[config.mk]
export PLATFORM = sky130hd
export DESIGN_NAME = seq_pattern_tx_flat
export DESIGN_NICKNAME = d
export VERILOG_FILES = /design/src/rtl/seq_pattern_tx_pkg.sv /design/src/rtl/seq_pattern_tx_if.sv /design/src/rtl/seq_pattern_tx_down_ctr.sv /design/src/rtl/seq_pattern_tx.sv /design/src/flat_wrapper.sv
export SDC_FILE = /design/constraint.sdc
export NUM_CORES = 1
export LEC_CHECK = 0
export CORE_ASPECT_RATIO = 0.5
export CORE_UTILIZATION = 40
export DETAILED_ROUTE_END_ITERATION = 8
export PLACE_DENSITY = 0.61
export SETUP_SLACK_MARGIN = 0.02
export SLEW_MARGIN = 10
export SYNTH_ARGS = -nofsm -noshare
export SYNTH_HDL_FRONTEND = slang
export SYNTH_HIERARCHICAL = 1
export SYNTH_SLANG_ARGS = --single-unit
[constraint.sdc]
create_clock -name clk -period 7 [get_ports clk]
set_clock_uncertainty 0.2 [all_clocks]
set_input_delay 1.4 -clock clk [delete_from_list [all_inputs] [get_ports clk]]
set_output_delay 1.4 -clock clk [all_outputs]
set_load 0.05 [all_outputs]
[src/rtl/seq_pattern_tx_pkg.sv]
// Shared definitions for the serial pattern transmitter: default sizes,
// FSM state encoding and a reference pattern.
package seq_pkg;

    localparam int MAX_LEN = 8;
    localparam int LEN_W   = 4;
    localparam int CNT_W   = 8;
    localparam int GAP_W   = 4;

    localparam logic [3:0] PAT_0110 = 4'b0110;

    typedef enum logic [1:0] {
        IDLE = 2'd0,
        SEND = 2'd1,
        GAP  = 2'd2
    } state_t;

endpackage

[src/rtl/seq_pattern_tx_if.sv]
// Control and serial-output bundle of the pattern transmitter.
// The master side configures and starts transfers; the slave side is the transmitter.
interface seq_pattern_tx_if #(
    parameter int MAX_LEN = seq_pkg::MAX_LEN,
    parameter int LEN_W   = seq_pkg::LEN_W,
    parameter int CNT_W   = seq_pkg::CNT_W,
    parameter int GAP_W   = seq_pkg::GAP_W
);
    logic               start;
    logic               stop;
    logic [MAX_LEN-1:0] pat_in;
    logic [LEN_W-1:0]   pat_len;
    logic [CNT_W-1:0]   rep_cnt;
    logic [GAP_W-1:0]   gap_len;
    logic               data_out;
    logic               data_valid;
    logic               sof;
    logic               busy;
    logic               done;
    logic               err;

    modport master (
        output start, stop, pat_in, pat_len, rep_cnt, gap_len,
        input  data_out, data_valid, sof, busy, done, err
    );

    modport slave (
        input  start, stop, pat_in, pat_len, rep_cnt, gap_len,
        output data_out, data_valid, sof, busy, done, err
    );

endinterface

[src/rtl/seq_pattern_tx_down_ctr.sv]
// Loadable down-counter with enable and zero flag; saturates at zero.
module seq_down_ctr #(
    parameter int W = 4
) (
    input  logic         clk,
    input  logic         rst,
    input  logic         load,
    input  logic         en,
    input  logic [W-1:0] load_val,
    output logic [W-1:0] count,
    output logic         zero
);

    always_ff @(posedge clk or negedge rst) begin
        if (!rst) begin
            count <= '0;
        end else if (load) begin
            count <= load_val;
        end else if (en && !zero) begin
            count <= count - 1'b1;
        end
    end

    assign zero = (count == '0);

endmodule

[src/rtl/seq_pattern_tx.sv]
// Serial pattern transmitter: shifts a latched pattern out MSB-first with
// repetition, optional idle gaps, continuous mode and abort.
module seq_pattern_tx #(
    parameter int MAX_LEN = seq_pkg::MAX_LEN,
    parameter int LEN_W   = seq_pkg::LEN_W,
    parameter int CNT_W   = seq_pkg::CNT_W,
    parameter int GAP_W   = seq_pkg::GAP_W
) (
    input  logic             clk,
    input  logic             rst,
    seq_pattern_tx_if.slave  bus
);

    import seq_pkg::*;

    state_t             state;
    logic [MAX_LEN-1:0] pat_sh;
    logic [LEN_W-1:0]   len_sh;
    logic [GAP_W-1:0]   gap_sh;

    logic [LEN_W-1:0]   idx;
    logic [LEN_W-1:0]   idx_val;
    logic               idx_zero, idx_load, idx_en;
    logic [CNT_W-1:0]   reps;
    logic               rep_zero, rep_load, rep_en;
    logic [GAP_W-1:0]   gap_cnt;
    logic               gap_zero, gap_load, gap_en;

    logic legal, start_ok, end_rep, final_rep, repeat_now, gap_done, restart;
    logic start_bit, next_bit, first_bit;

    function automatic logic pick_bit(input logic [MAX_LEN-1:0] pat,
                                      input logic [LEN_W-1:0]   pos);
        pick_bit = 1'b0;
        for (int i = 0; i < MAX_LEN; i++) begin
            if (pos == LEN_W'(i)) pick_bit = pat[i];
        end
    endfunction

    // A loaded repetition count of zero means continuous mode, so the rep
    // counter is never decremented on the final repetition and cannot wrap.
    always_comb begin
        legal      = (bus.pat_len != '0) && (bus.pat_len <= LEN_W'(MAX_LEN));
        start_ok   = (state == IDLE) && bus.start && !bus.stop && legal;
        end_rep    = (state == SEND) && idx_zero && !bus.stop;
        final_rep  = end_rep && !rep_zero && (reps == CNT_W'(1));
        repeat_now = end_rep && !final_rep;
        gap_done   = (state == GAP) && gap_zero && !bus.stop;
        restart    = (repeat_now && (gap_sh == '0)) || gap_done;
        idx_load   = start_ok || restart;
        idx_val    = start_ok ? (bus.pat_len - 1'b1) : (len_sh - 1'b1);
        idx_en     = (state == SEND) && !idx_zero;
        rep_load   = start_ok;
        rep_en     = repeat_now && !rep_zero;
        gap_load   = repeat_now && (gap_sh != '0);
        gap_en     = (state == GAP) && (gap_cnt != '0);
        start_bit  = pick_bit(bus.pat_in, bus.pat_len - 1'b1);
        next_bit   = pick_bit(pat_sh, idx - 1'b1);
        first_bit  = pick_bit(pat_sh, len_sh - 1'b1);
    end

    seq_down_ctr #(.W(LEN_W)) u_idx_ctr (
        .clk(clk), .rst(rst), .load(idx_load), .en(idx_en),
        .load_val(idx_val), .count(idx), .zero(idx_zero)
    );

    seq_down_ctr #(.W(CNT_W)) u_rep_ctr (
        .clk(clk), .rst(rst), .load(rep_load), .en(rep_en),
        .load_val(bus.rep_cnt), .count(reps), .zero(rep_zero)
    );

    // The gap counter is loaded with gap_len-1 so GAP lasts exactly gap_len cycles.
    seq_down_ctr #(.W(GAP_W)) u_gap_ctr (
        .clk(clk), .rst(rst), .load(gap_load), .en(gap_en),
        .load_val(gap_sh - 1'b1), .count(gap_cnt), .zero(gap_zero)
    );

    always_ff @(posedge clk or negedge rst) begin
        if (!rst) begin
            state          <= IDLE;
            pat_sh         <= '0;
            len_sh         <= '0;
            gap_sh         <= '0;
            bus.data_out   <= 1'b0;
            bus.data_valid <= 1'b0;
            bus.sof        <= 1'b0;
            bus.busy       <= 1'b0;
            bus.done       <= 1'b0;
            bus.err        <= 1'b0;
        end else begin
            bus.sof  <= 1'b0;
            bus.done <= 1'b0;
            bus.err  <= 1'b0;
            case (state)
                IDLE: begin
                    if (start_ok) begin
                        state          <= SEND;
                        pat_sh         <= bus.pat_in;
                        len_sh         <= bus.pat_len;
                        gap_sh         <= bus.gap_len;
                        bus.data_out   <= start_bit;
                        bus.data_valid <= 1'b1;
                        bus.sof        <= 1'b1;
                        bus.busy       <= 1'b1;
                    end else if (bus.start && !bus.stop && !legal) begin
                        bus.err <= 1'b1;
                    end
                end
                SEND: begin
                    if (bus.stop) begin
                        state          <= IDLE;
                        bus.data_out   <= 1'b0;
                        bus.data_valid <= 1'b0;
                        bus.busy       <= 1'b0;
                    end else if (!idx_zero) begin
                        bus.data_out <= next_bit;
                    end else if (final_rep) begin
                        state          <= IDLE;
                        bus.data_out   <= 1'b0;
                        bus.data_valid <= 1'b0;
                        bus.busy       <= 1'b0;
                        bus.done       <= 1'b1;
                    end else if (gap_load) begin
                        state          <= GAP;
                        bus.data_out   <= 1'b0;
                        bus.data_valid <= 1'b0;
                    end else begin
                        bus.data_out <= first_bit;
                        bus.sof      <= 1'b1;
                    end
                end
                GAP: begin
                    if (bus.stop) begin
                        state    <= IDLE;
                        bus.busy <= 1'b0;
                    end else if (gap_done) begin
                        state          <= SEND;
                        bus.data_out   <= first_bit;
                        bus.data_valid <= 1'b1;
                        bus.sof        <= 1'b1;
                    end
                end
                default: begin
                    state          <= IDLE;
                    bus.data_out   <= 1'b0;
                    bus.data_valid <= 1'b0;
                    bus.busy       <= 1'b0;
                end
            endcase
        end
    end

endmodule

[src/flat_wrapper.sv]
// flat-port wrapper written by rule: the top's interface ports become plain ports
module seq_pattern_tx_flat import seq_pkg::*;
#(
    parameter int MAX_LEN = seq_pkg::MAX_LEN,
    parameter int LEN_W   = seq_pkg::LEN_W,
    parameter int CNT_W   = seq_pkg::CNT_W,
    parameter int GAP_W   = seq_pkg::GAP_W
)
  (clk, rst, bus_start, bus_stop, bus_pat_in, bus_pat_len, bus_rep_cnt, bus_gap_len, bus_data_out, bus_data_valid, bus_sof, bus_busy, bus_done, bus_err);
  seq_pattern_tx_if #(.MAX_LEN(MAX_LEN), .LEN_W(LEN_W), .CNT_W(CNT_W), .GAP_W(GAP_W)) bus_i ();
  input  logic clk;
  input  logic rst;
  input wire logic [$bits(bus_i.start)-1:0] bus_start;
  input wire logic [$bits(bus_i.stop)-1:0] bus_stop;
  input wire logic [$bits(bus_i.pat_in)-1:0] bus_pat_in;
  input wire logic [$bits(bus_i.pat_len)-1:0] bus_pat_len;
  input wire logic [$bits(bus_i.rep_cnt)-1:0] bus_rep_cnt;
  input wire logic [$bits(bus_i.gap_len)-1:0] bus_gap_len;
  output wire logic [$bits(bus_i.data_out)-1:0] bus_data_out;
  output wire logic [$bits(bus_i.data_valid)-1:0] bus_data_valid;
  output wire logic [$bits(bus_i.sof)-1:0] bus_sof;
  output wire logic [$bits(bus_i.busy)-1:0] bus_busy;
  output wire logic [$bits(bus_i.done)-1:0] bus_done;
  output wire logic [$bits(bus_i.err)-1:0] bus_err;
  assign bus_i.start = bus_start;
  assign bus_i.stop = bus_stop;
  assign bus_i.pat_in = bus_pat_in;
  assign bus_i.pat_len = bus_pat_len;
  assign bus_i.rep_cnt = bus_rep_cnt;
  assign bus_i.gap_len = bus_gap_len;
  assign bus_data_out = bus_i.data_out;
  assign bus_data_valid = bus_i.data_valid;
  assign bus_sof = bus_i.sof;
  assign bus_busy = bus_i.busy;
  assign bus_done = bus_i.done;
  assign bus_err = bus_i.err;
  seq_pattern_tx #(.MAX_LEN(MAX_LEN), .LEN_W(LEN_W), .CNT_W(CNT_W), .GAP_W(GAP_W)) u_core (.clk(clk), .rst(rst), .bus(bus_i));
endmodule
After elaboration in Yosys (flattened, before gate mapping)
Index checks and enable logic that the tools add are counted.

Register bits after elaboration: 40. Bits in latches: 0. Memory bits (writable): 0. Bits in read-only memories: 0. Memories kept: 0.

$add $sub $neg: 6. $mul: 0. Div/mod/pow operators: 0. Magnitude comparators: 1. Equality and inequality tests: 32. Shift-type cells: 0. Mux-type cells: 75. Bitwise gates (word level): 0. Reduce and logical (&&, ||, !) cells: 48.

Operators by type and width (number): $mux 1 (56); $eq 4x3->1 const B (12); $eq 4x2->1 const B (6); $logic_not 4->1 (6); $logic_and 1x1->1 (21); $mux 4 (5); $sub 4x1->4 const B (5); $mux 8 (2); $mux 2 (7); $eq 4x1->1 const B (3); $pmux 1 s3 (4); $reduce_bool 4->1 (3); $ne 3x2->1 const B (3); $eq 8x1->1 const B (1); $logic_not 8->1 (1); $reduce_and 4->1 (2); $sub 8x1->8 const B (1); $logic_not 1->1 (6); $pmux 2 s3 (1); $reduce_bool 2->1 (3); $reduce_and 5->1 (1); $le 4x4->1 const B (1); $ne 2x1->1 const B (2); $ne 2x2->1 const B (2); other kinds (7) (8).

Depth between registers and ports, before layout
Word-level depth: 15. Gate-level depth with buffers: 11. Depth with buffers taken out: 10.

By module
Netlist, hierarchy kept.

By module, submodules not included: seq_pattern_tx (instances 1, cells an instance 191, area each 1636.6 µm², seq. area each 600.6 µm²); seq_down_ctr (u_core.u_gap_ctr ...) (instances 2, cells an instance 27, area each 270.3 µm², seq. area each 100.1 µm²); seq_down_ctr (u_core.u_rep_ctr) (instances 1, cells an instance 58, area each 528.0 µm², seq. area each 200.2 µm²).

Least setup slack after synthesis
Ideal clock, no wire load.

Path type: input to register. Start: input port bus_pat_len[0]. End: register u_core.u_idx_ctr.count[1]. Library setup time: 0.080 ns. Data arrival time: 3.241 ns. Required time: 6.720 ns. Path slack: 3.479 ns. Cell stages on the path: 10. Path buffers: 2. Path through: inv_1 > ha_1 > nor2b_1 > xnor2_1 > nand2_2 > buf_2 > o221ai_1 > buf_6 > or4_1 > o211ai_2.

Cells in the longest elaborated chain, start to end: 5. Elaborated cells between the ends (all ways): 9. Those cells by class: add/sub (1); order compare (1); mux (2); reduce/logical (5).

Ends and longest elaborated chain: start, declared (line flat_wrapper.sv:16) `input wire logic [$bits(bus_i.pat_len)-1:0] bus_pat_len;`; $le 4x4->1 or $reduce_bool 4->1 (tied branches) (line seq_pattern_tx.sv:43) `legal = (bus.pat_len != '0) && (bus.pat_len <= LEN_W'(MAX_LEN));`; $logic_and 1x1->1 * (line seq_pattern_tx.sv:43); $logic_and 1x1->1 * (line seq_pattern_tx.sv:44) `start_ok = (state == IDLE) && bus.start && !bus.stop && legal;`; $logic_or 1x1->1 * (line seq_pattern_tx.sv:50) `idx_load = start_ok || restart;`; via u_core.idx_load (line seq_pattern_tx.sv:23) `logic idx_zero, idx_load, idx_en;`; $mux 4 or $reduce_bool 2->1 (tied branches); end signal, assigned (line seq_pattern_tx_down_ctr.sv:18) `count <= load_val;`; end signal, assigned (line seq_pattern_tx_down_ctr.sv:20) `count <= count - 1'b1;`; end, declared (line seq_pattern_tx_down_ctr.sv:10) `output logic [W-1:0] count,`.

Mark *: on every way through the listed nets, which the timed path passes. The rest lies on a longest branch. A chain may end at the register's enable or synchronous reset.

Worst setup path in the final report
Start: input port bus_pat_len[0]. End: register u_core.u_rep_ctr.count[7].

Cells in the longest elaborated chain, start to end: 4. Elaborated cells between the ends (all ways): 6. Those cells by class: order compare (1); mux (1); reduce/logical (4).

Ends and longest elaborated chain (line): $le 4x4->1 or $reduce_bool 4->1 (tied branches) (seq_pattern_tx.sv:43); $logic_and 1x1->1 * (seq_pattern_tx.sv:43); $logic_and 1x1->1 * (seq_pattern_tx.sv:44); $mux 8 or $reduce_bool 2->1 (tied branches); end signal, assigned (seq_pattern_tx_down_ctr.sv:18); end signal, assigned (seq_pattern_tx_down_ctr.sv:20); end, declared (seq_pattern_tx_down_ctr.sv:10).

Mark *: on every way between the ends. The rest lies on a longest branch, timed or not.

==> summary.txt <==
Setup path
  • Crit path max fanout: 39
  • CP Launch Type: input pin
  • Crit path largest cell delay: 600 ps
  • WP data arrival: 4620 ps
  • CP Cell Sequence: clkdlybuf4s50_1, inv_1, ha_1, nor2b_1, xnor2_1, nand2_2, inv_2, clkinv_1, o311a_1, a221o_1
  • Req. time, crit path: 6970 ps
  • RR Endpoint: u_core/u_idx_ctr/count[1]
  • Crit. End Element: flop
  • R2R cell count: 9
  • Setup CP Type: input pin to flop
  • Crit-path slowest cell: inv_2
  • Worst reg2reg setup slack: 3510 ps
  • Worst reg2reg startpoint: u_core/u_rep_ctr/count[0]

Global routing
  • Grt total ovfl: 0
  • First-pass GRT wire length: 10800 µm
  • Largest net degree at the start of global routing: 41
  • Number of global-route vias before repair: 2235
  • Initial antenna violation count: 0
  • GRT Overall Usage: 0.196

Route
  • Pre-Repair DR Iteration Count: 4
  • Final wirelength: 6350 µm
  • Via/cell ratio: 5.57
  • Initial DRC Count: 80
  • DR vias: 2347
  • DRC Markers: 0
  • Remaining antenna violation count: 0
  • WL/cell: 15.1 µm

Synthesis
  • Distinct cell type count after synthesis: 61
  • Yosys top cell by area: dfrtp_1
  • Avg Synthesized Cell Area: 8.93 µm²
  • Yosys top cell area share: 0.370
  • Post-synth EDFFs: 0
  • Post-Syn Instances: 303
  • Dominant synthesized flop cell: dfrtp_1
  • Post-synth net total: 344
  • Ys Warns: 6
  • Cell Area, Synth: 2710 µm²
  • FFs w/ async S/R, synth: 1.00
  • Sequential fraction of the synthesis area: 0.370
  • Synth area leaders: dfrtp_1 (37%), nand2_1 (7.2%), ha_1 (6.0%), inv_1 (2.8%), a221o_1 (2.6%)
  • Synth Register Bits: 40

Layout
  • Area Overhead vs Synth: 19.4%
  • Nets: 373
  • Layout cells sized above 1: 0.0871
  • Diodes inserted: 0

Clocking
  • Postcts setup bufs: 0
  • H-Tree Depth: 2
  • Clk root buf: clkbuf_16
  • CTS buffer count: 5
  • Clock-pin slew on the worst setup and hold paths: 60 ps
  • CTS Buffer Depth: 2
  • Number of hold buffers added after cts: 0
  • Clock Latency Late Sink: 280 ps
  • Post-CTS Resized: 0
  • CTS tree: yes
  • Clock sinks: 40

Hold path
  • Hold_sp: u_core/pat_sh[4]
  • Hold crit path type: flop to flop
  • WHS Path Cells: 2
  • Hold-critical path endpoint: u_core/pat_sh[4]

Floorplanning
  • Row count: 20
  • Die X: 118 µm
  • Die area: 7120 µm²
  • I/O pins: 34
  • Core box area: 6310 µm²
  • Initial Util: 0.429
  • Die Y: 60.2 µm

STA
  • Setup TNS: 0 ps
  • Fin crit period: 4660 ps
  • Relative slew slack: 0.380
  • Final period utilization: 0.665
  • Max Freq: 0.215 GHz
  • Final Hold Slack: 304 ps
  • Max-slew violations: 0
  • Worst Tran Pin Value: 930 ps
  • Setup-failing EPs final: 0
  • Endpoints failing hold: 0
  • RSZ-0062 raised after global routing: no

Run
  • Total of max-cap violations: 0

Placed design
  • # port buffers: 33
  • Final RePlAce weighted congestion: 0.814
  • HPWL Detailed: 4700 µm

Power
  • Worst VDD drop: 0.132 mV
  • Pwr per Cell Area: 335 nW/µm²
  • Leak Pwr: 1.35 nW

Status
  • Outcome: completed
## cell type report
class,instances,area (µm²)
Sequential cell,40,1000
Multi-Input combinational cell,230,1540
Timing Repair Buffer,33,325
Tap cell,88,110
Inverter,22,82.6
Clock buffer,5,125
Clock inverter,3,42.5
Fill cell,620,3080
## cell families after synthesis
logic type / after synthesis / synth area share
mux: 9 / 0.0347
xor+xnor: 6 / 0.0194
buf+inv: 33 / 0.0592
compound gates: 72 / 0.191
flops: 40 / 0.370
fa+ha+maj: 13 / 0.0601
simple gates: 130 / 0.266
## flip-flops by register name, summed over array words and instances, names as in the netlist, 2 cells and up
name / flops
u_core/state: 2
u_core/u_idx_ctr/count: 4
u_core/pat_sh: 8
u_core/gap_sh: 4
u_core/u_gap_ctr/count: 4
u_core/len_sh: 4
u_core/u_rep_ctr/count: 8
## where the power goes
part / switching, W / total [W] / internal, W
combinational: 0.000218 / 0.000407 / 0.000189
sequential: 0.000104 / 0.000413 / 0.000309
clock: 0.0000941 / 0.000262 / 0.000167
total: 0.000417 / 0.00108 / 0.000665
## critical path, delay by kind of cell
kind                       cells  cell delay [ps]
adders and majority gates      1              250
xor gates and xnor gates       1              240
AOI/OAI and AO/OA              2              500
buffers and inverters          4             1760
and+or+nand+nor                2              460
## cell usage in the layout, fill, tap and decap left out, types with 4 or more instances in the layout
cell type,Yosys,final
nand2_1,52,52
dfrtp_1,40,40
clkdlybuf4s50_1,0,32
inv_1,20,20
nor2_1,16,16
ha_1,13,13
a21oi_1,12,12
o21ai_0,11,11
nor3_1,10,10
o21ai_1,7,7
a221o_1,7,7
nor2b_1,6,6
mux2i_1,6,6
a31oi_1,6,6
clkbuf_16,0,5
nand2b_1,5,5
o221ai_1,5,5
nand4_1,5,5
nor3b_1,5,5
or4_1,5,5
xnor2_1,4,4
## cells in the mapped netlist (all sizes together) (6+ instances only)
cell type  count
o21ai         19
nor2b          6
a31oi          6
nor2          16
or4            6
inv           21
nor3b          7
dfrtp         40
a221o          7
nand2         53
buf            9
ha            13
nor3          11
a21oi         12
mux2i          6
## stage by stage
| step | utilization | cells | total power, W | instance area (µm²) | worst slack [ps] |
|---|---|---|---|---|---|
| after floorplan | - | 303 | 0.000705 | 2710 | 3480 |
| after global placement | 0.486 | 413 | 0.000808 | 3060 | 2190 |
| after detailed placement | 0.486 | 413 | 0.000822 | 3060 | 2090 |
| after CTS | 0.512 | 421 | 0.00109 | 3230 | 2380 |
| after global routing | 0.512 | 421 | 0.00117 | 3230 | 2090 |
| final | 0.512 | 421 | 0.00108 | 3230 | 2340 |
## layer usage
metal,GRT usage,part of all wire
met1,0.262,0.49
met2,0.322,0.45
met3,0.0506,0.051
met4,0.0495,0.0080
met5,0,0
## how the worst max path moves through the flow
stage | from | end | slack, ps | cells past startpoint
5_1_grt | bus_pat_len[0] | u_core/u_rep_ctr/count[7] | 2090 | 10
2_1_floorplan | bus_pat_len[0] | u_core/u_idx_ctr/count[1] | 3480 | 10
4_1_cts | bus_pat_len[0] | u_core/u_rep_ctr/count[7] | 2380 | 10
3_5_place_dp | bus_pat_len[0] | u_core/u_rep_ctr/count[7] | 2090 | 10
3_3_place_gp | bus_pat_len[0] | u_core/u_rep_ctr/count[7] | 2190 | 10
6_report | bus_pat_len[0] | u_core/u_rep_ctr/count[7] | 2340 | 10
(Power assumes the default switching activity.)
